$ cat config.mk
export PLATFORM = sky130hd
export DESIGN_NAME = edit_mode_sel
export DESIGN_NICKNAME = d
export VERILOG_FILES = /design/src/rtl/edit_mode_sel.sv
export SDC_FILE = /design/constraint.sdc
export NUM_CORES = 1
export LEC_CHECK = 0
export CAP_MARGIN = 10
export CORE_AREA = 3 3 89 91
export CTS_BUF_LIST = sky130_fd_sc_hd__clkbuf_8
export CTS_CLUSTER_DIAMETER = 100
export DETAILED_ROUTE_END_ITERATION = 8
export DIE_AREA = 0 0 92 94
export GPL_ROUTABILITY_DRIVEN = 0
export RECOVER_POWER = 25
export SLEW_MARGIN = 40
export SYNTH_ARGS = -nofsm -noshare
export SYNTH_HDL_FRONTEND = slang
export SYNTH_SLANG_ARGS = --single-unit
$ cat constraint.sdc
create_clock -name clk -period 4.9 [get_ports clk]
set_clock_uncertainty 0.15 [all_clocks]
set_input_delay 0.735 -clock clk [delete_from_list [all_inputs] [get_ports clk]]
set_output_delay 0.735 -clock clk [all_outputs]
set_load 0.02 [all_outputs]
$ cat src/rtl/edit_mode_sel.sv
// ============================================================================
// edit_mode_sel : button-driven field selector / edit strobe generator
// Optional auto-repeat on held add/deduct: define EDIT_AUTOREPEAT_EN
// Revision: 1.0
// ============================================================================
`default_nettype none

module edit_mode_sel #(
   parameter int NUM_FIELDS    = 3,
   parameter int TIMEOUT_CYC   = 50_000_000,
   parameter int REPEAT_DELAY  = 25_000_000,
   parameter int REPEAT_PERIOD = 5_000_000
) (
   input  logic                              clk,
   input  logic                              rst_n,
   input  logic                              switch,
   input  logic                              add,
   input  logic                              deduct,
   output logic                              mode,
   output logic [$clog2(NUM_FIELDS+1)-1:0]   field,
   output logic [2*NUM_FIELDS-1:0]           operator
);

   localparam int c_fw = $clog2(NUM_FIELDS + 1);
   localparam int c_iw = $clog2(TIMEOUT_CYC + 2);
   localparam logic [c_iw-1:0] c_idle_last = c_iw'((TIMEOUT_CYC == 0) ? 0 : TIMEOUT_CYC - 1);
   localparam logic [c_fw-1:0] c_field_max = c_fw'(NUM_FIELDS);

   // bit 0 = switch, bit 1 = add, bit 2 = deduct
   logic [2:0] w_pins;
   logic [2:0] r_sync1;
   logic [2:0] r_sync2;
   logic [2:0] r_prev;
   logic [1:0] r_flush;
   logic [2:0] w_press;

   assign w_pins = {deduct, add, switch};

   // r_prev is held at 0 until the synchronizers carry real pin values, so a
   // button already held low at reset release never looks like a fresh press.
   always_ff @(posedge clk or negedge rst_n) begin
      if (!rst_n) begin
         r_sync1 <= 3'b111;
         r_sync2 <= 3'b111;
         r_prev  <= 3'b000;
         r_flush <= 2'd0;
      end else begin
         r_sync1 <= w_pins;
         r_sync2 <= r_sync1;
         r_prev  <= r_flush[1] ? r_sync2 : 3'b000;
         if (!r_flush[1]) begin
            r_flush <= r_flush + 2'd1;
         end
      end
   end

   assign w_press = r_prev & ~r_sync2;

   logic w_add_ev;
   logic w_ded_ev;

`ifdef EDIT_AUTOREPEAT_EN
   localparam int c_rw = $clog2(REPEAT_DELAY + 1);
   localparam logic [c_rw-1:0] c_rep_fire   = c_rw'(REPEAT_DELAY);
   localparam logic [c_rw-1:0] c_rep_reload = c_rw'(REPEAT_DELAY - REPEAT_PERIOD + 1);

   logic [1:0] w_repeat;

   // Hold counter starts at 1 on the press; each time it hits the delay it is
   // pulled back so the next hit lands REPEAT_PERIOD cycles later.
   for (genvar gi = 0; gi < 2; gi++) begin : g_rep
      logic [c_rw-1:0] r_cnt;

      always_ff @(posedge clk or negedge rst_n) begin
         if (!rst_n) begin
            r_cnt <= '0;
         end else if (r_sync2[gi+1]) begin
            r_cnt <= '0;
         end else if (w_press[gi+1]) begin
            r_cnt <= c_rw'(1);
         end else if (r_cnt == c_rep_fire) begin
            r_cnt <= c_rep_reload;
         end else if (r_cnt != '0) begin
            r_cnt <= r_cnt + c_rw'(1);
         end
      end

      assign w_repeat[gi] = (r_cnt == c_rep_fire) && !r_sync2[gi+1];
   end

   assign w_add_ev = w_press[1] | w_repeat[0];
   assign w_ded_ev = w_press[2] | w_repeat[1];
`else
   // Repeat timing has no effect when auto-repeat is not built in.
   logic [31:0] w_unused_rep_cfg;
   assign w_unused_rep_cfg = REPEAT_DELAY ^ REPEAT_PERIOD;

   assign w_add_ev = w_press[1];
   assign w_ded_ev = w_press[2];
`endif

   logic                    w_sw_ev;
   logic                    w_any_ev;
   logic                    w_timeout;
   logic [c_fw-1:0]         w_field_nxt;
   logic [2*NUM_FIELDS-1:0] w_op_nxt;
   logic [c_iw-1:0]         r_idle;
   logic [c_iw-1:0]         w_idle_nxt;

   always_comb begin
      w_sw_ev     = w_press[0];
      w_any_ev    = w_sw_ev | w_add_ev | w_ded_ev;
      w_timeout   = (TIMEOUT_CYC != 0) && (field != '0) && !w_any_ev && (r_idle == c_idle_last);
      w_field_nxt = field;
      w_op_nxt    = '1;
      w_idle_nxt  = r_idle;

      // Switch outranks everything; simultaneous add+deduct cancel each other.
      if (w_sw_ev) begin
         w_field_nxt = (field == c_field_max) ? '0 : field + c_fw'(1);
      end else if (w_timeout) begin
         w_field_nxt = '0;
      end else if (w_add_ev != w_ded_ev) begin
         for (int i = 0; i < NUM_FIELDS; i++) begin
            if (field == c_fw'(i + 1)) begin
               w_op_nxt[2*i]   = ~w_add_ev;
               w_op_nxt[2*i+1] = ~w_ded_ev;
            end
         end
      end

      if (w_any_ev || (field == '0)) begin
         w_idle_nxt = '0;
      end else if (r_idle != c_idle_last) begin
         w_idle_nxt = r_idle + c_iw'(1);
      end
   end

   always_ff @(posedge clk or negedge rst_n) begin
      if (!rst_n) begin
         field    <= '0;
         mode     <= 1'b0;
         operator <= '1;
         r_idle   <= '0;
      end else begin
         field    <= w_field_nxt;
         mode     <= (w_field_nxt != '0);
         operator <= w_op_nxt;
         r_idle   <= w_idle_nxt;
      end
   end

endmodule

`default_nettype wire
==> results of run 1 <==
==> cell families after synthesis <==
kind of cell               count (synthesis)
and+or+nand+nor                           91
xor gates and xnor gates                  18
buffers and inverters                     12
AOI/OAI and AO/OA                         23
DFF                                       46
adders and majority gates                  5
==> where the power goes <==
| part | leakage [nW] | switching (mW) | internal (mW) |
|---|---|---|---|
| sequential | 0.582 | 0.0190 | 0.405 |
| combinational | 0.270 | 0.0791 | 0.0533 |
| clock | 0.0493 | 0.124 | 0.0986 |
==> routing by layer <==
metal / up-vias / GRT usage, % / part of all wire (%)
li1: 706 / - / -
met1: 673 / 11.57 / 48
met2: 16 / 15.09 / 47
met3: 5 / 2.163 / 2.8
met4: 0 / 4.084 / 2.0
met5: - / 0 / 0
==> sequential cells by signal, indices dropped and copies added (netlist names) <==
name      count
mode          1
r_sync1       3
operator      6
field         2
r_flush       2
r_sync2       3
r_prev        3
r_idle       26
==> layout make-up <==
class / instances / area [um^2]
well taps: 99 / 123.9
repair buffers: 13 / 123.9
multi-input cells: 137 / 853.3
flip-flops and latches: 46 / 1166
clock inverters: 3 / 17.52
inverters: 5 / 18.77
fillers: 753 / 4842
clock buffers: 5 / 68.82
==> Yosys cell counts (2+ instances only) <==
master,number
a21oi_1,6
a31oi_1,2
and2_1,3
and3_1,4
and4_1,4
buf_2,2
clkbuf_1,4
dfrtp_1,34
dfstp_2,12
ha_1,5
inv_1,5
nand2_1,12
nand3_1,12
nand4_1,6
nor2_1,21
nor2b_1,4
nor3_1,2
nor4_1,8
nor4bb_1,2
o21ai_0,11
or2_2,2
or3_1,5
xnor2_1,12
xor2_1,6
==> worst max-delay path by stage <==
stage                             end  depth (start not counted)
3_5_place_dp    r_idle[7]$_DFFE_PN0N_                          5
4_1_cts         r_idle[7]$_DFFE_PN0N_                          5
2_1_floorplan   r_idle[7]$_DFFE_PN0N_                          6
6_report       r_idle[12]$_DFFE_PN0N_                          1
5_1_grt        r_idle[12]$_DFFE_PN0N_                          1
3_3_place_gp    r_idle[7]$_DFFE_PN0N_                          5
==> per-stage QoR <==
| stage | area (um^2) | util (%) | worst slack (ns) | hold WS, ns |
|---|---|---|---|---|
| detailed placement | 2290 | 31.74 | 2.593 | 0.1988 |
| global route | 2372 | 32.88 | 1.680 | 0.2183 |
| finish | 2372 | 32.88 | 2.269 | 0.2096 |
| global placement | 2287 | 31.70 | 2.654 | 0.1958 |
| floorplan | 2074 | - | 2.648 | 0.1952 |
| CTS | 2376 | 32.93 | 2.573 | 0.2120 |
==> metrics.md, run 1 <==
| Metric | Value |
|---|---|
| Simple-Gate Fraction of Synth Area | `24.31%` |
| Mux cell area share after synthesis | `0%` |
| Critical path peak fanout | `46` |
| Max incr delay on CP | `1.64 ns` |
| Top Ports | `14` |
| Leakage power figure | `0.9010 nW` |
| Sequential share of the synthesized area | `56.21%` |
| Layout cells sized above 1 | `10.53%` |
| Hold Crit Class | `reg2reg` |
| Nature of the critical path endpoint | `async pin` |
| Tcrit/Tclk final | `53.69%` |
| CP Cell Sequence | `clkbuf_1` |
| Final ANT Viol Nets | `0` |
| Violated checks | `capacitance limit, slew limit` |
| Hold worst-path end | `r_sync2[1]$_DFF_PN1_` |
| Async SR Flop Fraction | `100.0%` |
| Clock Pin Slew Worst Setup and Hold Paths | `0.08 ns` |
| Post-Route WL | `3605 um` |
| Worst EP required | `4.67 ns` |
| Root Buffer | `clkbuf_8` |
| Clock Tree Buf Depth | `2` |
| Synth unique cells | `35` |
| Ys Warns | `0` |
| Post-synth top area cell | `dfrtp_1` |
| Run status | `finished with violations` |
| Worst R2R Setup Slack | `2.59 ns` |
| Total global routing overflow | `0` |
| Worst Setup SP | `rst_n` |
| Setup TNS | `0 ns` |
| Post-synthesis xor/xnor area fraction | `7.600%` |
| Synthesized flop and latch total | `46` |
| Arrival time worst endpoint | `2.40 ns` |
| Max cap viols | `1` |
| R2R Path End | `r_idle[7]$_DFFE_PN0N_` |
| Worst setup SP type | `input pin` |
| FF-to-FF Start | `field[0]$_DFF_PN0_` |
| Row count | `31` |
| Power density cells | `328.3 mW/mm^2` |
| Worst Path Buf+Inv | `1` |
| Actual slew at the worst max-slew pin | `2.348 ns` |
| Most frequent cells in the layout | `dfrtp_1, nor2_1` |
| R2r worst-path depth | `5` |
| Placed cells | `300` |
| Diode count | `0` |
| Total CTS buffers | `5` |
| Routed wire per std cell | `11.70 um` |
| Top delay family on crit path | `buffers and inverters` |
| Clk sinks | `46` |
| Die area | `0.008648 mm^2` |
| Syn_area_per_cell | `10.64 um^2` |
| Top FF cell, synth | `dfrtp_1` |
| I/O Buffers | `13` |
| Residual DRC | `0` |
| Syn nets | `205` |
| Hold path start | `r_sync1[1]$_DFF_PN1_` |
| TritonCTS clock tree | `done` |
| Die X | `92 um` |
| Area growth syn-to-layout | `14.35%` |
| Htree depth | `2` |
| Compound-Gate Fraction of Synth Area | `6.212%` |
| Synthesized cell area | `0.002074 mm^2` |
| Post-cts sizing count | `0` |
| Syn Inst Count | `195` |
| Core area | `0.007214 mm^2` |
| Number of synthesized flops with an enable pin | `0` |
| Final Hold Violating Endpoints | `0` |
| Relative slew slack | `-56.55%` |
| Fmax | `0.3801 GHz` |
| Total Routing Usage GR | `9.202%` |
| Top cells by area, synth | `dfrtp_1, dfstp_2, xnor2_1, nor2_1, ha_1` |
| Dpl hpwl | `2462 um` |
| Layout Cells excl Fill | `308` |
| RSZ-0062 raised after global routing | `false` |
| Post-CTS Repair Setup Buffers | `0` |
| Kind of critical path | `in2async` |
| Final Critical Period | `2.631 ns` |
| Worst skew pair latency | `0.30 ns` |
| Vias in the first global route | `1368` |
| Max IR drop VDD | `0.1411 mV` |
| Final Max Slew Viols | `47` |
| Cts hold-fix bufs | `0` |
| Largest net degree at the start of global routing | `47` |
| Most common cell after layout, fill and taps aside | `dfrtp_1` |
| First-pass GRT wire length | `6417 um` |
| Synth Area in Adders | `3.016%` |
| Hold depth | `0` |
| Die height | `94 um` |
| Largest family of logic cells by synthesized area | `simple AND/OR/NAND/NOR gates` |
| Share of the synthesized area in the top cell type | `41.01%` |
| Drt pass-1 iters | `4` |
| CP max-delay cell | `clkbuf_1` |
| Fin nets | `218` |
| Initial Util | `28.75%` |
| Initial antenna violation count | `0` |
| Total chip power | `778.8 uW` |
| Vias post-DR | `1400` |
| Avg Vias per Cell | `4.545` |
| Final setup fails | `0` |
| First-iteration detailed-routing DRC count | `92` |
Power figures use the tool's default switching activity.
==> inputs of run 2 (changes only) <==
- clock period: 4.9 -> 2.7 ns (I/O delays scaled with it)
==> run 2 against run 1 <==
Net effect:
- the run now ends clean
- final area up 2.5%
- critical path depth grew 5
- via count up 1.4%
- register-to-register slack worse by 2.0 ns
- setup slack got worse by 1.7 ns
- clock power up 130%
- combinational power increased by 85%
- die area is the same
- final cell count increased by 1.3%
- clock-buffer cell count unchanged
- total power is 95% higher
- critical endpoint is now r_idle[24]$_DFFE_PN0N_
- largest cell class unchanged
==> metrics.md, run 2 (synthesized netlist as in run 1, its figures left out) <==
| Metric | Value |
|---|---|
| Run status | `completed (was finished with violations)` |
| Worst EP required | `2.73 ns (was 4.67 ns)` |
| Actual slew at the worst max-slew pin | `1.001 ns (was 2.348 ns)` |
| Vias post-DR | `1419 (was 1400)` |
| Comb power frac | `16.1% (was 17.0%)` |
| Initial antenna violation count | `0 (unchanged)` |
| Final Critical Period | `2.138 ns` |
| Area growth syn-to-layout | `17.25% (was 14.35%)` |
| Tcrit/Tclk final | `79.20%` |
| Hold Crit Class | `reg2reg (unchanged)` |
| Hold depth | `0 (unchanged)` |
| Largest Register | `r_idle (unchanged)` |
| Fin nets | `222 (was 218)` |
| Hold path start | `r_sync1[2]$_DFF_PN1_ (was r_sync1[1]$_DFF_PN1_)` |
| Initial Util | `28.75% (unchanged)` |
| Relative slew slack | `33.24% (was -56.55%)` |
| Nature of the critical path endpoint | `flip-flop (was async pin)` |
| Clock power share | `33.3% (was 28.6%)` |
| WL met2 | `1626 um (was 1683 um)` |
| Fmax | `0.4677 GHz` |
| Vias in the first global route | `1375 (was 1368)` |
| Post-Route WL | `3629 um (was 3605 um)` |
| RSZ-0062 raised after global routing | `false (unchanged)` |
| Largest net degree at the start of global routing | `43 (was 47)` |
| Row count | `31 (unchanged)` |
| Final Hold Violating Endpoints | `0 (unchanged)` |
| First-iteration detailed-routing DRC count | `76 (was 92)` |
| Worst setup SP type | `flip-flop (was input pin)` |
| Kind of critical path | `reg2reg (was in2async)` |
| Htree depth | `2 (unchanged)` |
| Total Routing Usage GR | `9.413% (was 9.202%)` |
| Worst R2R Setup Slack | `0.56 ns (was 2.59 ns)` |
| Max incr delay on CP | `0.42 ns (was 1.64 ns)` |
| Die X | `92 um (unchanged)` |
| Routed wire per std cell | `11.63 um (was 11.70 um)` |
| Total global routing overflow | `0 (unchanged)` |
| Power density cells | `622.8 mW/mm^2 (was 328.3 mW/mm^2)` |
| Top Ports | `14 (unchanged)` |
| Part of the power in registers | `50.6% (was 54.4%)` |
| Flip-flop count of the largest register after layout | `26 (unchanged)` |
| Leakage power figure | `0.9323 nW (was 0.9010 nW)` |
| FF-to-FF Start | `r_idle[0]$_DFFE_PN0N_ (was field[0]$_DFF_PN0_)` |
| Diode count | `0 (unchanged)` |
| Layout cells sized above 1 | `12.68% (was 10.53%)` |
| Worst skew pair latency | `0.30 ns (about the same)` |
| Fill count | `736 (was 753)` |
| Highest metal used | `met4 (unchanged)` |
| TritonCTS clock tree | `done (unchanged)` |
| R2r worst-path depth | `6 (was 5)` |
| Clock Tree Buf Depth | `2 (unchanged)` |
| I/O Buffers | `13 (unchanged)` |
| DRT met1 WL | `1797 um (was 1748 um)` |
| Final setup fails | `0 (unchanged)` |
| Max cap viols | `0 (was 1)` |
| Net Switching | `400.5 uW (was 222.1 uW)` |
| Hold_ws | `0.2091 ns (was 0.2096 ns)` |
| Avg Vias per Cell | `4.548 (was 4.545)` |
| Final Max Slew Viols | `0 (was 47)` |
| Final ANT Viol Nets | `0 (unchanged)` |
| CP max-delay cell | `dfrtp_1 (was clkbuf_1)` |
| Root Buffer | `clkbuf_8 (unchanged)` |
| R2R Path End | `r_idle[24]$_DFFE_PN0N_ (was r_idle[7]$_DFFE_PN0N_)` |
| CP Cell Sequence | `ha_1 > and4_1 > nand4_1 > nor4_1 > xnor2_1 > nor2_1 (was clkbuf_1)` |
| Registers with the most flip-flops | `r_idle: 26 flops, operator: 6 flops (unchanged)` |
| Most frequent cells in the layout | `dfrtp_1, nor2_1, nand3_1, nand2_1, xnor2_1 (was dfrtp_1, nor2_1)` |
| Clk sinks | `46 (unchanged)` |
| Arrival time worst endpoint | `2.17 ns (was 2.40 ns)` |
| Internal | `1.114 mW (was 556.7 uW)` |
| Die area | `0.008648 mm^2 (unchanged)` |
| Hold worst-path end | `r_sync2[2]$_DFF_PN1_ (was r_sync2[1]$_DFF_PN1_)` |
| First-pass GRT wire length | `6492 um (was 6417 um)` |
| Dpl hpwl | `2542 um (was 2462 um)` |
| Setup TNS | `0 ns (unchanged)` |
| Residual DRC | `0 (unchanged)` |
| Sw Share | `26.44% (was 28.52%)` |
| Critical path peak fanout | `8 (was 46)` |
| Total CTS buffers | `5 (unchanged)` |
| Core area | `0.007214 mm^2 (unchanged)` |
| Drt pass-1 iters | `5 (was 4)` |
| Met3 WL | `146 um (was 101 um)` |
| Most common cell after layout, fill and taps aside | `dfrtp_1 (unchanged)` |
| Clock Pin Slew Worst Setup and Hold Paths | `0.08 ns (about the same)` |
| Die height | `94 um (unchanged)` |
| Max IR drop VDD | `0.1994 mV (was 0.1411 mV)` |
-- run 2: stage by stage --
stage               setup WS, ns  utilization, %  total power, mW  instance area [um^2]  cells
CTS                       0.5633           33.75            1.544                  2435    312
detailed placement        0.5779           32.05            1.030                  2312    303
finish                    0.5617           33.71            1.515                  2432    312
global route              0.3639           33.71            1.604                  2432    312
floorplan                 0.4482               -           0.9309                  2074    195
global placement          0.6114           32.02            1.028                  2310    303
-- run 2: worst max-delay path by stage --
stage,from,end,slack [ns],depth (start not counted)
final,r_idle[0]$_DFFE_PN0N_,r_idle[24]$_DFFE_PN0N_,0.56,6
after global routing,r_idle[0]$_DFFE_PN0N_,r_idle[24]$_DFFE_PN0N_,0.36,6
after CTS,field[0]$_DFF_PN0_,r_idle[7]$_DFFE_PN0N_,0.56,5
after detailed placement,field[0]$_DFF_PN0_,r_idle[7]$_DFFE_PN0N_,0.58,5
after global placement,field[0]$_DFF_PN0_,r_idle[7]$_DFFE_PN0N_,0.61,5
after floorplan,field[0]$_DFF_PN0_,r_idle[7]$_DFFE_PN0N_,0.45,6
-- run 2: area by class of cell --
cell class	instances	area, um^2	share of cell area, %
sequential	46	1166	47.94
inverter	5	18.77	0.7716
clock inverter	3	43.79	1.800
multi-input combinational	137	853.3	35.08
tap	99	123.9	5.093
clock buffer	5	68.82	2.829
timing repair buffer	17	157.7	6.481
-- run 2: power by group through the flow --
stage	Clock, mW	Sequential [mW]	Combinational (mW)
after floorplan	0	0.808	0.122
after global placement	0	0.780	0.248
after detailed placement	0	0.781	0.249
after CTS	0.525	0.768	0.251
after global routing	0.555	0.775	0.274
final	0.504	0.767	0.244
-- run 2: layer usage --
layer / track usage [%] / vias up
met5: 0 / -
met4: 4.579 / 0
met3: 2.244 / 6
met2: 14.60 / 34
met1: 12.33 / 662
li1: - / 717
-- run 2: what timing repair did --
item / 4_1_cts / 5_1_grt
gates resized for setup: 0 / 0
hold buffers: 1 / 0
endpoints found under the hold margin: 34 / 0
setup buffers: 0 / 0
-- run 2: critical path, delay by kind of cell (launching register included) --
family / cells / cell delay (ns)
XOR/XNOR: 1 / 0.16
flip-flops: 1 / 0.42
AND/OR/NAND/NOR: 4 / 1.09
adder cells (fa/ha/maj): 1 / 0.20
==> inputs of run 3 (changes only) <==
- clock period: 2.7 -> 1.9 ns (I/O delays scaled with it)
==> run 3 against run 2 <==
Net effect:
- core utilization rose by 2.3 points
- clock-buffer cell count unchanged
- largest cell class unchanged
- global-route usage up 0.41 points
- critical endpoint is now r_idle[7]$_DFFE_PN0N_
- combinational power increased by 83%
==> metrics.md, run 3 (synthesized netlist as in run 1, its figures left out) <==
| Metric | Value |
|---|---|
| Run status | `completed (unchanged)` |
| Diode count | `0 (unchanged)` |
| Actual slew at the worst max-slew pin | `1.007 ns (was 1.001 ns)` |
| Total global routing overflow | `0 (unchanged)` |
| Clock Pin Slew Worst Setup and Hold Paths | `0.08 ns (about the same)` |
| Placed cells | `317 (was 303)` |
| Largest Register | `r_idle (unchanged)` |
| Final Critical Period | `1.846 ns (was 2.138 ns)` |
| Hold Crit Class | `reg2reg (unchanged)` |
| Final instance area | `0.002600 mm^2 (was 0.002432 mm^2)` |
| Nature of the critical path endpoint | `flip-flop (unchanged)` |
| Max IR drop VDD | `0.2680 mV (was 0.1994 mV)` |
| Vias post-DR | `1499 (was 1419)` |
| Hold depth | `0 (unchanged)` |
| FF-to-FF Start | `r_sync2[0]$_DFF_PN1_ (was r_idle[0]$_DFFE_PN0N_)` |
| Registers with the most flip-flops | `r_idle: 26 flops, operator: 6 flops (unchanged)` |
| Hold_ws | `0.2078 ns (was 0.2091 ns)` |
| I/O Buffers | `13 (unchanged)` |
| Fill count | `723 (was 736)` |
| Leakage power figure | `0.9895 nW (was 0.9323 nW)` |
| Total CTS buffers | `5 (unchanged)` |
| Most frequent cells in the layout | `dfrtp_1, nor2_1, buf_4, nand2_1, xnor2_1 (was dfrtp_1, nor2_1, nand3_1, nand2_1, xnor2_1)` |
| Worst skew pair latency | `0.30 ns (about the same)` |
| Arrival time worst endpoint | `1.93 ns (was 2.17 ns)` |
| Tcrit/Tclk final | `97.14% (was 79.20%)` |
| Worst EP required | `1.99 ns (was 2.73 ns)` |
| Most common cell after layout, fill and taps aside | `dfrtp_1 (unchanged)` |
| Top Ports | `14 (unchanged)` |
| Post-Route WL | `3853 um (was 3629 um)` |
| Final Hold Violating Endpoints | `0 (unchanged)` |
| Layout Cells excl Fill | `326 (was 312)` |
| Grt met2 use | `15.45% (was 14.60%)` |
| Setup TNS | `0 ns (unchanged)` |
| Placed Area | `0.002442 mm^2 (was 0.002312 mm^2)` |
| Setup WS pre-CTS | `-0.02157 ns (was 0.5779 ns)` |
| R2r worst-path depth | `4 (was 6)` |
| Die height | `94 um (unchanged)` |
| Root Buffer | `clkbuf_8 (unchanged)` |
| Clk sinks | `46 (unchanged)` |
| Total Routing Usage GR | `9.823% (was 9.413%)` |
| CP max-delay cell | `dfstp_2 (was dfrtp_1)` |
| Total chip power | `2.077 mW (was 1.515 mW)` |
| Final Max Slew Viols | `0 (unchanged)` |
| Largest net degree at the start of global routing | `30 (was 43)` |
| Flip-flop count of the largest register after layout | `26 (unchanged)` |
| Drt pass-1 iters | `4 (was 5)` |
| Final ANT Viol Nets | `0 (unchanged)` |
| Initial Util | `28.75% (unchanged)` |
| TritonCTS clock tree | `done (unchanged)` |
| Met3 global-route usage | `2.804% (was 2.244%)` |
| Worst Setup SP | `r_sync2[0]$_DFF_PN1_ (was r_idle[0]$_DFFE_PN0N_)` |
| Fmax | `0.5418 GHz (was 0.4677 GHz)` |
| First-pass GRT wire length | `6831 um (was 6492 um)` |
| Area growth syn-to-layout | `25.33% (was 17.25%)` |
| Core area | `0.007214 mm^2 (unchanged)` |
| RSZ-0062 raised after global routing | `true (was false)` |
| Power density cells | `798.9 mW/mm^2 (was 622.8 mW/mm^2)` |
| Clock Tree Buf Depth | `2 (unchanged)` |
| Residual DRC | `0 (unchanged)` |
| Row count | `31 (unchanged)` |
| Die area | `0.008648 mm^2 (unchanged)` |
| CP Cell Sequence | `nor2b_4 > or4_4 > or4_1 > nand2_1 (was ha_1 > and4_1 > nand4_1 > nor4_1 > xnor2_1 > nor2_1)` |
| Worst setup SP type | `flip-flop (unchanged)` |
| Hold path start | `r_sync1[0]$_DFF_PN1_ (was r_sync1[2]$_DFF_PN1_)` |
| Core Util, Final | `36.04% (was 33.71%)` |
| Max incr delay on CP | `0.56 ns (was 0.42 ns)` |
| Initial antenna violation count | `0 (unchanged)` |
| Relative slew slack | `32.89% (was 33.24%)` |
| Final setup fails | `0 (unchanged)` |
| Gr busiest metal | `met2 (unchanged)` |
| Layout cells sized above 1 | `23.79% (was 12.68%)` |
| Dpl hpwl | `2657 um (was 2542 um)` |
| Avg Vias per Cell | `4.598 (was 4.548)` |
| Routed wire per std cell | `11.82 um (was 11.63 um)` |
| Final worst setup slack | `0.05438 ns (was 0.5617 ns)` |
| Critical path peak fanout | `6 (was 8)` |
| Top delay family on crit path | `simple AND/OR/NAND/NOR gates (unchanged)` |
| Vias in the first global route | `1523 (was 1375)` |
| Htree depth | `2 (unchanged)` |
| Fin nets | `237 (was 222)` |
| Met1 Usage GRT | `12.54% (was 12.33%)` |
| WP depth | `4 (was 6)` |
| Die X | `92 um (unchanged)` |
| Kind of critical path | `reg2reg (unchanged)` |
| Worst Path Buf+Inv | `0 (unchanged)` |
| Max cap viols | `0 (unchanged)` |
| First-iteration detailed-routing DRC count | `63 (was 76)` |
run 3: cell types whose count changed in the layout (fill, tap and decap cells not counted), moves of 3 or more:
| cell | change |
|---|---|
| o21ai_0 | -3 |
| o21ai_1 | +3 |
| buf_4 | +12 |
| nor4_2 | +3 |
| dfrtp_2 | +3 |
| dfrtp_1 | -3 |
| nor4_1 | -3 |
run 3: path summary, 6_finish.rpt:
kind                            slack (ns)                    end
worst max-delay path                  0.05  r_idle[7]$_DFFE_PN0N_
max in group asynchronous             0.33   r_sync2[2]$_DFF_PN1_
worst min-delay path                  0.21   r_sync2[0]$_DFF_PN1_
worst min register to register        0.21   r_sync2[0]$_DFF_PN1_
worst max register to register        0.05  r_idle[7]$_DFFE_PN0N_
min in group asynchronous             0.52         mode$_DFF_PN0_
run 3: where the power goes:
part	total (mW)	switching, mW	leakage, nW	internal [mW]
registers	1.07	0.0252	0.578	1.05
logic	0.447	0.247	0.370	0.200
clock network	0.558	0.311	0.0414	0.247
run 3: worst register-to-register path, cell delays in order, from the launching register on:
cell and delay [ns]:
dfstp_2 0.56, nor2b_4 0.06, or4_4 0.56, or4_1 0.40
nand2_1 0.07
run 3: per-layer routing:
layer	vias to the layer above	share of wire (%)
met1	735	49
met5	-	0
met3	5	3.8
met4	0	1.2
met2	16	46
li1	743	-
run 3: layout make-up:
class                   instances  area, um^2  share of cell area, %
clock buffers                   5       68.82                  2.647
inverters                       5       18.77                 0.7218
well taps                      99       123.9                  4.764
repair buffers                 32       294.0                  11.31
flip-flops and latches         46        1170                  45.00
multi-input cells             137       913.4                  35.13
clock inverters                 2       11.26                 0.4331
run 3: repair_timing:
item	4_1_cts	5_1_grt
hold buffers	1	0
endpoints found under the hold margin	9	0
buffers inserted	0	1
pin swaps	0	3
resized for setup	1	19
setup endpoints to repair	3	20
